[src/rtl/jtag_bus_bridge_if.sv]
// Request, response and internal-bus signal bundle of the JTAG-to-bus bridge.
// The slave modport is the bridge side; master is the JTAG/bus environment side.
interface jtag_bus_bridge_if;
  logic        req_valid;
  logic        req_we;
  logic [31:0] req_addr;
  logic [31:0] req_data;

  logic        resp_we;
  logic [31:0] resp_addr;
  logic [31:0] resp_data;
  logic        resp_valid;

  logic        bus_req;
  logic        bus_we;
  logic [31:0] bus_addr;
  logic [31:0] bus_wdata;
  logic        bus_ack;
  logic [31:0] bus_rdata;

  modport master (
    output req_valid, req_we, req_addr, req_data,
    input  resp_we, resp_addr, resp_data, resp_valid,
    input  bus_req, bus_we, bus_addr, bus_wdata,
    output bus_ack, bus_rdata
  );

  modport slave (
    input  req_valid, req_we, req_addr, req_data,
    output resp_we, resp_addr, resp_data, resp_valid,
    output bus_req, bus_we, bus_addr, bus_wdata,
    input  bus_ack, bus_rdata
  );
endinterface

[src/rtl/jtag_bus_bridge.sv]
// Turns synchronised JTAG request words into single bus transactions or local
// control-register accesses, and latches the result as the next response word.
module jtag_bus_bridge #(
  parameter logic [31:0] CTRL_ADDR      = 32'h1000_0000,
  parameter int unsigned TIMEOUT_CYCLES = 1024,
  parameter logic [31:0] TIMEOUT_DATA   = 32'hDEAD_BEEF
) (
  input  logic             clk,
  input  logic             resetb,
  jtag_bus_bridge_if.slave link,
  output logic             core_resetb,
  output logic             overflow,
  output logic             timeout
);

  typedef enum logic [1:0] {IDLE, ISSUE, RESP} state_t;

  localparam int unsigned CW = (TIMEOUT_CYCLES > 1) ? $clog2(TIMEOUT_CYCLES) : 1;
  localparam logic [CW-1:0] LAST = CW'(TIMEOUT_CYCLES - 1);

  state_t        state;
  logic          pend_valid;
  logic          pend_we;
  logic [31:0]   pend_addr;
  logic [31:0]   pend_data;
  logic          txn_we;
  logic [31:0]   txn_addr;
  logic [31:0]   result;
  logic [CW-1:0] cnt;

  logic consume, drop, ctrl_wr, ovf_clr, tmo_clr, tmo_set;

  always_comb begin
    consume = (state == IDLE) && pend_valid;
    drop    = link.req_valid && pend_valid && !consume;
    ctrl_wr = consume && pend_we && (pend_addr == CTRL_ADDR);
    ovf_clr = ctrl_wr && pend_data[1];
    tmo_clr = ctrl_wr && pend_data[2];
    tmo_set = (state == ISSUE) && !link.bus_ack && (cnt == LAST);
  end

  always_ff @(posedge clk) begin
    if (!resetb) begin
      state           <= IDLE;
      pend_valid      <= 1'b0;
      pend_we         <= 1'b0;
      pend_addr       <= '0;
      pend_data       <= '0;
      txn_we          <= 1'b0;
      txn_addr        <= '0;
      result          <= '0;
      cnt             <= '0;
      core_resetb     <= 1'b0;
      overflow        <= 1'b0;
      timeout         <= 1'b0;
      link.resp_we    <= 1'b0;
      link.resp_addr  <= '0;
      link.resp_data  <= '0;
      link.resp_valid <= 1'b0;
      link.bus_req    <= 1'b0;
      link.bus_we     <= 1'b0;
      link.bus_addr   <= '0;
      link.bus_wdata  <= '0;
    end else begin
      link.resp_valid <= 1'b0;
      // A set wins over a clear landing on the same edge.
      overflow <= (overflow & ~ovf_clr) | drop;
      timeout  <= (timeout & ~tmo_clr) | tmo_set;

      if (link.req_valid && (!pend_valid || consume)) begin
        pend_valid <= 1'b1;
        pend_we    <= link.req_we;
        pend_addr  <= link.req_addr;
        pend_data  <= link.req_data;
      end else if (consume) begin
        pend_valid <= 1'b0;
      end

      case (state)
        IDLE: begin
          if (pend_valid) begin
            txn_we   <= pend_we;
            txn_addr <= pend_addr;
            if (pend_addr == CTRL_ADDR) begin
              if (pend_we) begin
                core_resetb <= pend_data[0];
                result      <= pend_data;
              end else begin
                result <= {29'b0, timeout, overflow, core_resetb};
              end
              state <= RESP;
            end else begin
              // Write data doubles as the write result; reads overwrite it.
              result         <= pend_data;
              link.bus_req   <= 1'b1;
              link.bus_we    <= pend_we;
              link.bus_addr  <= pend_addr;
              link.bus_wdata <= pend_data;
              cnt            <= '0;
              state          <= ISSUE;
            end
          end
        end
        ISSUE: begin
          if (link.bus_ack) begin
            link.bus_req <= 1'b0;
            if (!txn_we) result <= link.bus_rdata;
            state <= RESP;
          end else if (cnt == LAST) begin
            link.bus_req <= 1'b0;
            if (!txn_we) result <= TIMEOUT_DATA;
            state <= RESP;
          end else begin
            cnt <= cnt + 1'b1;
          end
        end
        RESP: begin
          link.resp_we    <= txn_we;
          link.resp_addr  <= txn_addr;
          link.resp_data  <= result;
          link.resp_valid <= 1'b1;
          state           <= IDLE;
        end
        default: state <= IDLE;
      endcase
    end
  end

endmodule

[src/flat_wrapper.sv]
// flat-port wrapper written by rule: the top's interface ports become plain ports
module jtag_bus_bridge_flat 
#(
  parameter logic [31:0] CTRL_ADDR      = 32'h1000_0000,
  parameter int unsigned TIMEOUT_CYCLES = 1024,
  parameter logic [31:0] TIMEOUT_DATA   = 32'hDEAD_BEEF
)
  (clk, resetb, core_resetb, overflow, timeout, link_req_valid, link_req_we, link_req_addr, link_req_data, link_resp_we, link_resp_addr, link_resp_data, link_resp_valid, link_bus_req, link_bus_we, link_bus_addr, link_bus_wdata, link_bus_ack, link_bus_rdata);
  jtag_bus_bridge_if link_i ();
  input  logic clk;
  input  logic resetb;
  output logic core_resetb;
  output logic overflow;
  output logic timeout;
  input wire logic [$bits(link_i.req_valid)-1:0] link_req_valid;
  input wire logic [$bits(link_i.req_we)-1:0] link_req_we;
  input wire logic [$bits(link_i.req_addr)-1:0] link_req_addr;
  input wire logic [$bits(link_i.req_data)-1:0] link_req_data;
  output wire logic [$bits(link_i.resp_we)-1:0] link_resp_we;
  output wire logic [$bits(link_i.resp_addr)-1:0] link_resp_addr;
  output wire logic [$bits(link_i.resp_data)-1:0] link_resp_data;
  output wire logic [$bits(link_i.resp_valid)-1:0] link_resp_valid;
  output wire logic [$bits(link_i.bus_req)-1:0] link_bus_req;
  output wire logic [$bits(link_i.bus_we)-1:0] link_bus_we;
  output wire logic [$bits(link_i.bus_addr)-1:0] link_bus_addr;
  output wire logic [$bits(link_i.bus_wdata)-1:0] link_bus_wdata;
  input wire logic [$bits(link_i.bus_ack)-1:0] link_bus_ack;
  input wire logic [$bits(link_i.bus_rdata)-1:0] link_bus_rdata;
  assign link_i.req_valid = link_req_valid;
  assign link_i.req_we = link_req_we;
  assign link_i.req_addr = link_req_addr;
  assign link_i.req_data = link_req_data;
  assign link_resp_we = link_i.resp_we;
  assign link_resp_addr = link_i.resp_addr;
  assign link_resp_data = link_i.resp_data;
  assign link_resp_valid = link_i.resp_valid;
  assign link_bus_req = link_i.bus_req;
  assign link_bus_we = link_i.bus_we;
  assign link_bus_addr = link_i.bus_addr;
  assign link_bus_wdata = link_i.bus_wdata;
  assign link_i.bus_ack = link_bus_ack;
  assign link_i.bus_rdata = link_bus_rdata;
  jtag_bus_bridge #(.CTRL_ADDR(CTRL_ADDR), .TIMEOUT_CYCLES(TIMEOUT_CYCLES), .TIMEOUT_DATA(TIMEOUT_DATA)) u_core (.clk(clk), .resetb(resetb), .link(link_i), .core_resetb(core_resetb), .overflow(overflow), .timeout(timeout));
endmodule
[config.mk]
export PLATFORM = sky130hd
export DESIGN_NAME = jtag_bus_bridge_flat
export DESIGN_NICKNAME = d
export VERILOG_FILES = /design/src/rtl/jtag_bus_bridge_if.sv /design/src/rtl/jtag_bus_bridge.sv /design/src/flat_wrapper.sv
export SDC_FILE = /design/constraint.sdc
export NUM_CORES = 1
export LEC_CHECK = 0
export CELL_PAD_IN_SITES_DETAIL_PLACEMENT = 1
export CELL_PAD_IN_SITES_GLOBAL_PLACEMENT = 2
export CORE_MARGIN = 5
export CORE_UTILIZATION = 32
export CTS_BUF_LIST = sky130_fd_sc_hd__clkbuf_4 sky130_fd_sc_hd__clkbuf_8
export DETAILED_ROUTE_END_ITERATION = 16
export PLACE_DENSITY_LB_ADDON = 0.08
export RECOVER_POWER = 50
export SLEW_MARGIN = 20
export SYNTH_ARGS = -nofsm -noshare
export SYNTH_HDL_FRONTEND = slang
export SYNTH_SLANG_ARGS = --single-unit
[constraint.sdc]
create_clock -name clk -period 3.53 [get_ports clk]
set_input_delay 0.706 -clock clk [delete_from_list [all_inputs] [get_ports clk]]
set_output_delay 0.706 -clock clk [all_outputs]
set_load 0.05 [all_outputs]
---- Word level (Yosys, flattened, before mapping) ----
Index checks and enable logic that the tools add are counted.
Widths: inputs -> output; s select.
word-level totals
  word-level logic and storage cells ...... 88
  register bits ........................... 278
  input bits .............................. 101
  output and inout port bits .............. 135
cells by class
  equality and inequality tests ........... 10
  multiplexer cells ....................... 26
  add/sub/neg operators ................... 1
  reductions and logical operators ........ 24
  bitwise logic cells ..................... 7
operators with widths
  operator               count
  $mux 32                7
  $pmux 32 s2            1
  $mux 10                4
  $eq 32x29->1 const B   1
  $pmux 10 s2            1
  $reduce_and 4->1       3
  $add 10x1->10 const B  1
  $eq 10x10->1 const B   1
  $logic_and 1x1->1      10
  $mux 2                 4
  $ne 2x2->1 const B     4
  $mux 1                 7
  $reduce_and 5->1       1
  $pmux 2 s2             1
  $reduce_and 2->1       2
  $reduce_bool 2->1      2
  $logic_not 1->1        3
  $ne 3x3->1 const B     1
  $not 1->1              3
  $reduce_and 3->1       1
  $and 1x1->1            2
  $eq 2x1->1 const B     1
  $eq 2x2->1 const B     1
  $logic_not 2->1        1
  4 further kinds        5

---- Depth between registers and ports, before layout ----
  depth after elaboration ................. 8
  mapped depth ............................ 7
  mapped depth without buffers ............ 6

---- Worst setup path before layout ----
OpenSTA, ideal clock, no wires.
  kind .................................... input port to flip-flop
  start point ............................. input link_bus_ack
  end point ............................... register u_core.result[17]
  path buffers ............................ 1
  data arrival time ....................... 1,871 ps
  library setup time ...................... 132 ps
  data required time ...................... 3,398 ps
  stages on the path ...................... 6
  setup slack ............................. 1,528 ps
  path through ............................ or3b_2 a31oi_4 nor2_1 clkbuf_1 o21ai_0 a21oi_1
on the way
  cells in the longest elaborated chain, start to end .. 2
  elaborated cells on any way between the ends .. 4
  classes of those cells .................. 1 x eq/ne; 2 x mux; 1 x reduce/logical
ends and longest elaborated chain
  item                                                                     line                   text
  start: declaration                                                       flat_wrapper.sv:27     input wire logic [$bits(link_i.bus_ack)-1:0] link_bus_ack;
  $ne 3x3->1 (no source line) / $mux 32 (equally long branches)            -
  $reduce_and 4->1 (no source line) / $pmux 32 s2 (equally long branches)  -
  end signal: assignment                                                   jtag_bus_bridge.sv:87  result <= pend_data;
  end signal: assignment                                                   jtag_bus_bridge.sv:89  result <= {29'b0, timeout, overflow, core_resetb};
  end signal: assignment                                                   jtag_bus_bridge.sv:94  result <= pend_data;
  end: declaration                                                         jtag_bus_bridge.sv:28  logic [31:0] result;
Several ways; a longest one is shown, not always the timed one.
A chain may end at the register's enable or synchronous reset.

---- Final worst setup path ----
  start point ............................. register u_core.state[0]
  end point ............................... register u_core.cnt[4]
on the way
  cells in the longest elaborated chain, start to end .. 3
  elaborated cells on any way between the ends .. 9
  classes of those cells .................. 5 x eq/ne; 1 x mux; 3 x reduce/logical
ends and longest elaborated chain
  item                                                  line                    text
  start: declaration                                    jtag_bus_bridge.sv:21   state_t state;
  start signal: assignment                              jtag_bus_bridge.sv:44   state <= IDLE;
  start signal: assignment                              jtag_bus_bridge.sv:91   state <= RESP;
  start signal: assignment                              jtag_bus_bridge.sv:100  state <= ISSUE;
  $eq 2x1->1 / $logic_not 2->1 (equally long branches)  jtag_bus_bridge.sv:79   case (state)
  $ne 2x2->1 (no source line) (tied with other cells)   -
  $reduce_and 5->1 (no source line)                     -
  end signal: assignment                                jtag_bus_bridge.sv:114  cnt <= cnt + 1'b1;
  end: declaration                                      jtag_bus_bridge.sv:29   logic [CW-1:0] cnt;
Several ways; a longest one is shown, not always the timed one.

==> summary.txt <==
Pwr
  • P_leak: around 4.7 nW
  • Peak supply drop: about 0.23 mV
  • PwrDens: a little over 500 nW/um^2

Route
  • Post-route DRC: 0
  • Vias per cell: 4.89
  • WL final: 34100 um
  • DR pass1 iterations: 5
  • DRT iter0 DRCs: 363
  • Post-detailed-route count of antenna-violating nets: 0
  • DR WL/cell: ~18 um
  • Vias: between 9000 and 10000

Status
  • Failing checks: capacitance limit, slew limit
  • Status: finished, violations left

Clock network
  • Number of setup buffers added after CTS: 0
  • Resized cells post-CTS: 0
  • Reg clk slew, reported paths: 0.06 ns
  • CTS tree: done
  • Clk root buf: clkbuf_8
  • Num CTS Buffers: 49
  • Htree depth: 2
  • Clk buf depth: 3
  • Clk sink count: 278
  • Skew-Pair Late Insertion Delay: 0.56 ns
  • Cts hold-fix bufs: 0

Synthesis
  • Synth cell types: 46
  • Cell type with the largest total area after synthesis: dfxtp_1
  • Top cells by area, synth: dfxtp_1 (56%), nand2_1 (17%), a21oi_1 (12%)
  • Mapped Avg Cell Area: 8.00 um^2
  • Syn Inst Count: 1252
  • Most frequent cell after synthesis: nand2_1
  • Synth top area share: a little under three fifths
  • Ys async rst share: 0%
  • Syn_nets: ~1400
  • Yosys warns: 0
  • Synth cell count leaders: nand2_1 (462), dfxtp_1 (278), a21oi_1 (243)
  • Post-Syn Area: between 10000 and 15000 um^2
  • Sequential share of the synthesized area: 55.6%
  • Main synth FF type: dfxtp_1
  • Flops & latches, synth: 278
  • Number of synthesized flops with an enable pin: 0

STA
  • Final Worst Setup Slack: a little over 0.7 ns
  • Post-route minimum period: between 2 and 3 ns
  • Final setup fails: 0
  • Final period utilization: 79.8%
  • Clock skew: roughly 0.012 ns
  • Max Freq: 355 MHz
  • Setup repair after global routing missed its margin: no
  • Slew Limit Fails: between 150 and 200
  • Worst-Margin Slew: between 1.5 and 2 ns
  • Worst slew margin: -26.4%
  • Setup TNS: 0 ns
  • Final Hold Viols: 0

Layout
  • Share of cells above drive strength 1: 8.07%
  • Final instance area: 13700 um^2
  • Fill cell count: 3700
  • Final nets: approximately 1600
  • Syn-to-layout area delta: 36.9%

Floorplanning
  • Total core area: approximately 31000 um^2
  • Die width: ~190 um
  • Chip Height: 187 um
  • Die area: about 35000 um^2
  • Starting Density: 32.6%
  • Ports: about 240
  • Site Rows: 64

Global routing
  • Global route overflow: 0
  • Pin count of the biggest net entering global routing: between 100 and 150
  • First-pass GRT wire length: 54500 um
  • Total global-route track usage: 19.0%
  • Initial antenna violation count: 3
  • Number of global-route vias before repair: approximately 10000

Hold path
  • Hold Startpoint: u_core.result[23]
  • Worst hold path class: flop to flop

Critical path
  • Critical path's largest stage delay: between 0.7 and 0.8 ns
  • Critical Path, Cell by Cell: nor3b_4 > clkbuf_2 > o21ai_0 > clkbuf_2 > a31oi_1 > nor2_1
  • Master of the slowest instance on the critical path: clkbuf_2
  • Crit Path Category: flop to flop
  • CP Launch Type: flop
  • Crit end category: flop
  • RR Startpoint: u_core.state[0]
  • Maximum fanout along the worst path: 35
  • Critical Path RT: slightly below 4 ns
  • Arrival time at the worst endpoint: between 3 and 4 ns
  • Setup crit start: u_core.state[0]
  • Most frequent CP cell: clkbuf_2

Placement
  • I/O Buffers: roughly 240
  • Final HPWL DP: approximately 22000 um
  • Post-DP Area: between 10000 and 15000 um^2
  • GP Congestion: 0.755
  • Worst slack at placement: 0.596 ns

Flow run
  • Max-Cap Viols: 3
==> worst max-delay path, delay by kind of cell (launching register included) <==
kind	cells	cell delay (ns)
DFF	1	0.46
AOI/OAI and AO/OA	2	0.70
and+or+nand+nor	2	0.27
buffers and inverters	2	1.19
==> sequential cells by signal, summed over array words and instances, names as in the netlist, 2 cells and up <==
| signal | flops |
|---|---|
| u_core.cnt | 10 |
| u_core.link.resp_data | 32 |
| u_core.link.bus_addr | 32 |
| u_core.txn_addr | 32 |
| u_core.link.bus_wdata | 32 |
| u_core.pend_addr | 32 |
| u_core.result | 32 |
| u_core.link.resp_addr | 32 |
| u_core.state | 2 |
| u_core.pend_data | 32 |
==> kinds of logic after synthesis <==
kind of cell,Yosys count,synth area share (%)
buffers and inverters,94,4.06
and+or+nand+nor,542,21.8
AOI/OAI and AO/OA,333,18.0
muxes,4,0.400
adders and majority gates,1,0.125
DFF,278,55.6
==> placed cells by master (no fill, tap or decap), types with 5 or more instances in the layout <==
cell | netlist | layout
o31ai_1 | 6 | 6
nor4_1 | 6 | 6
buf_4 | 2 | 11
nand2_1 | 462 | 461
a31oi_1 | 25 | 25
nor3_1 | 6 | 5
nor2_1 | 35 | 35
clkbuf_8 | 0 | 64
dfxtp_1 | 278 | 278
a21oi_1 | 243 | 243
clkinv_2 | 0 | 6
clkdlybuf4s50_1 | 0 | 233
clkbuf_4 | 0 | 15
nand3_1 | 8 | 8
o21ai_0 | 33 | 34
a32oi_1 | 8 | 8
==> layout make-up <==
| type | instances | area [um^2] | share of cell area (%) |
|---|---|---|---|
| clock inverters | 8 | 67.6 | 0.493 |
| diodes | 1 | 2.50 | 0.0183 |
| inverters | 2 | 15.0 | 0.110 |
| multi-input cells | 880 | 4070 | 29.7 |
| flip-flops and latches | 278 | 5570 | 40.6 |
| repair buffers | 254 | 2500 | 18.3 |
| well taps | 396 | 495 | 3.61 |
| clock buffers | 78 | 986 | 7.19 |
==> path summary, 6_finish.rpt <==
| path | to | slack, ns | depth (start not counted) |
|---|---|---|---|
| worst min-delay path | u_core.link.resp_data[23] | 0.45 | 2 |
| worst max register to register | u_core.cnt[4] | 0.71 | 6 |
| worst max-delay path | u_core.cnt[4] | 0.71 | 6 |
| worst min register to register | u_core.link.resp_data[23] | 0.45 | 2 |
==> power by group <==
part | total [W] | switching (W) | internal (W) | leakage [nW]
clock | 0.00315 | 0.00131 | 0.00183 | 0.562
sequential | 0.00333 | 0.0000804 | 0.00325 | 2.26
combinational | 0.000646 | 0.000408 | 0.000237 | 1.93
total | 0.00712 | 0.00180 | 0.00532 | 4.75
==> metrics by stage <==
stage / power [W] / util (%) / cells / hold slack (ns)
2_1_floorplan: 0.00373 / - / 1252 / 0.425
3_3_place_gp: 0.00405 / 41.3 / 1810 / 0.437
3_5_place_dp: 0.00406 / 41.3 / 1810 / 0.442
4_1_cts: 0.00725 / 44.7 / 1896 / 0.445
5_1_grt: 0.00746 / 44.6 / 1897 / 0.469
6_report: 0.00712 / 44.6 / 1897 / 0.449
==> layer usage <==
layer  global-route usage [%]  wire length, um
met5                        0               21
met3                     3.86             1410
met1                     25.5            16400
met4                     4.38              524
met2                     31.6            15700
No activity file was read; power rests on OpenSTA's default activity.
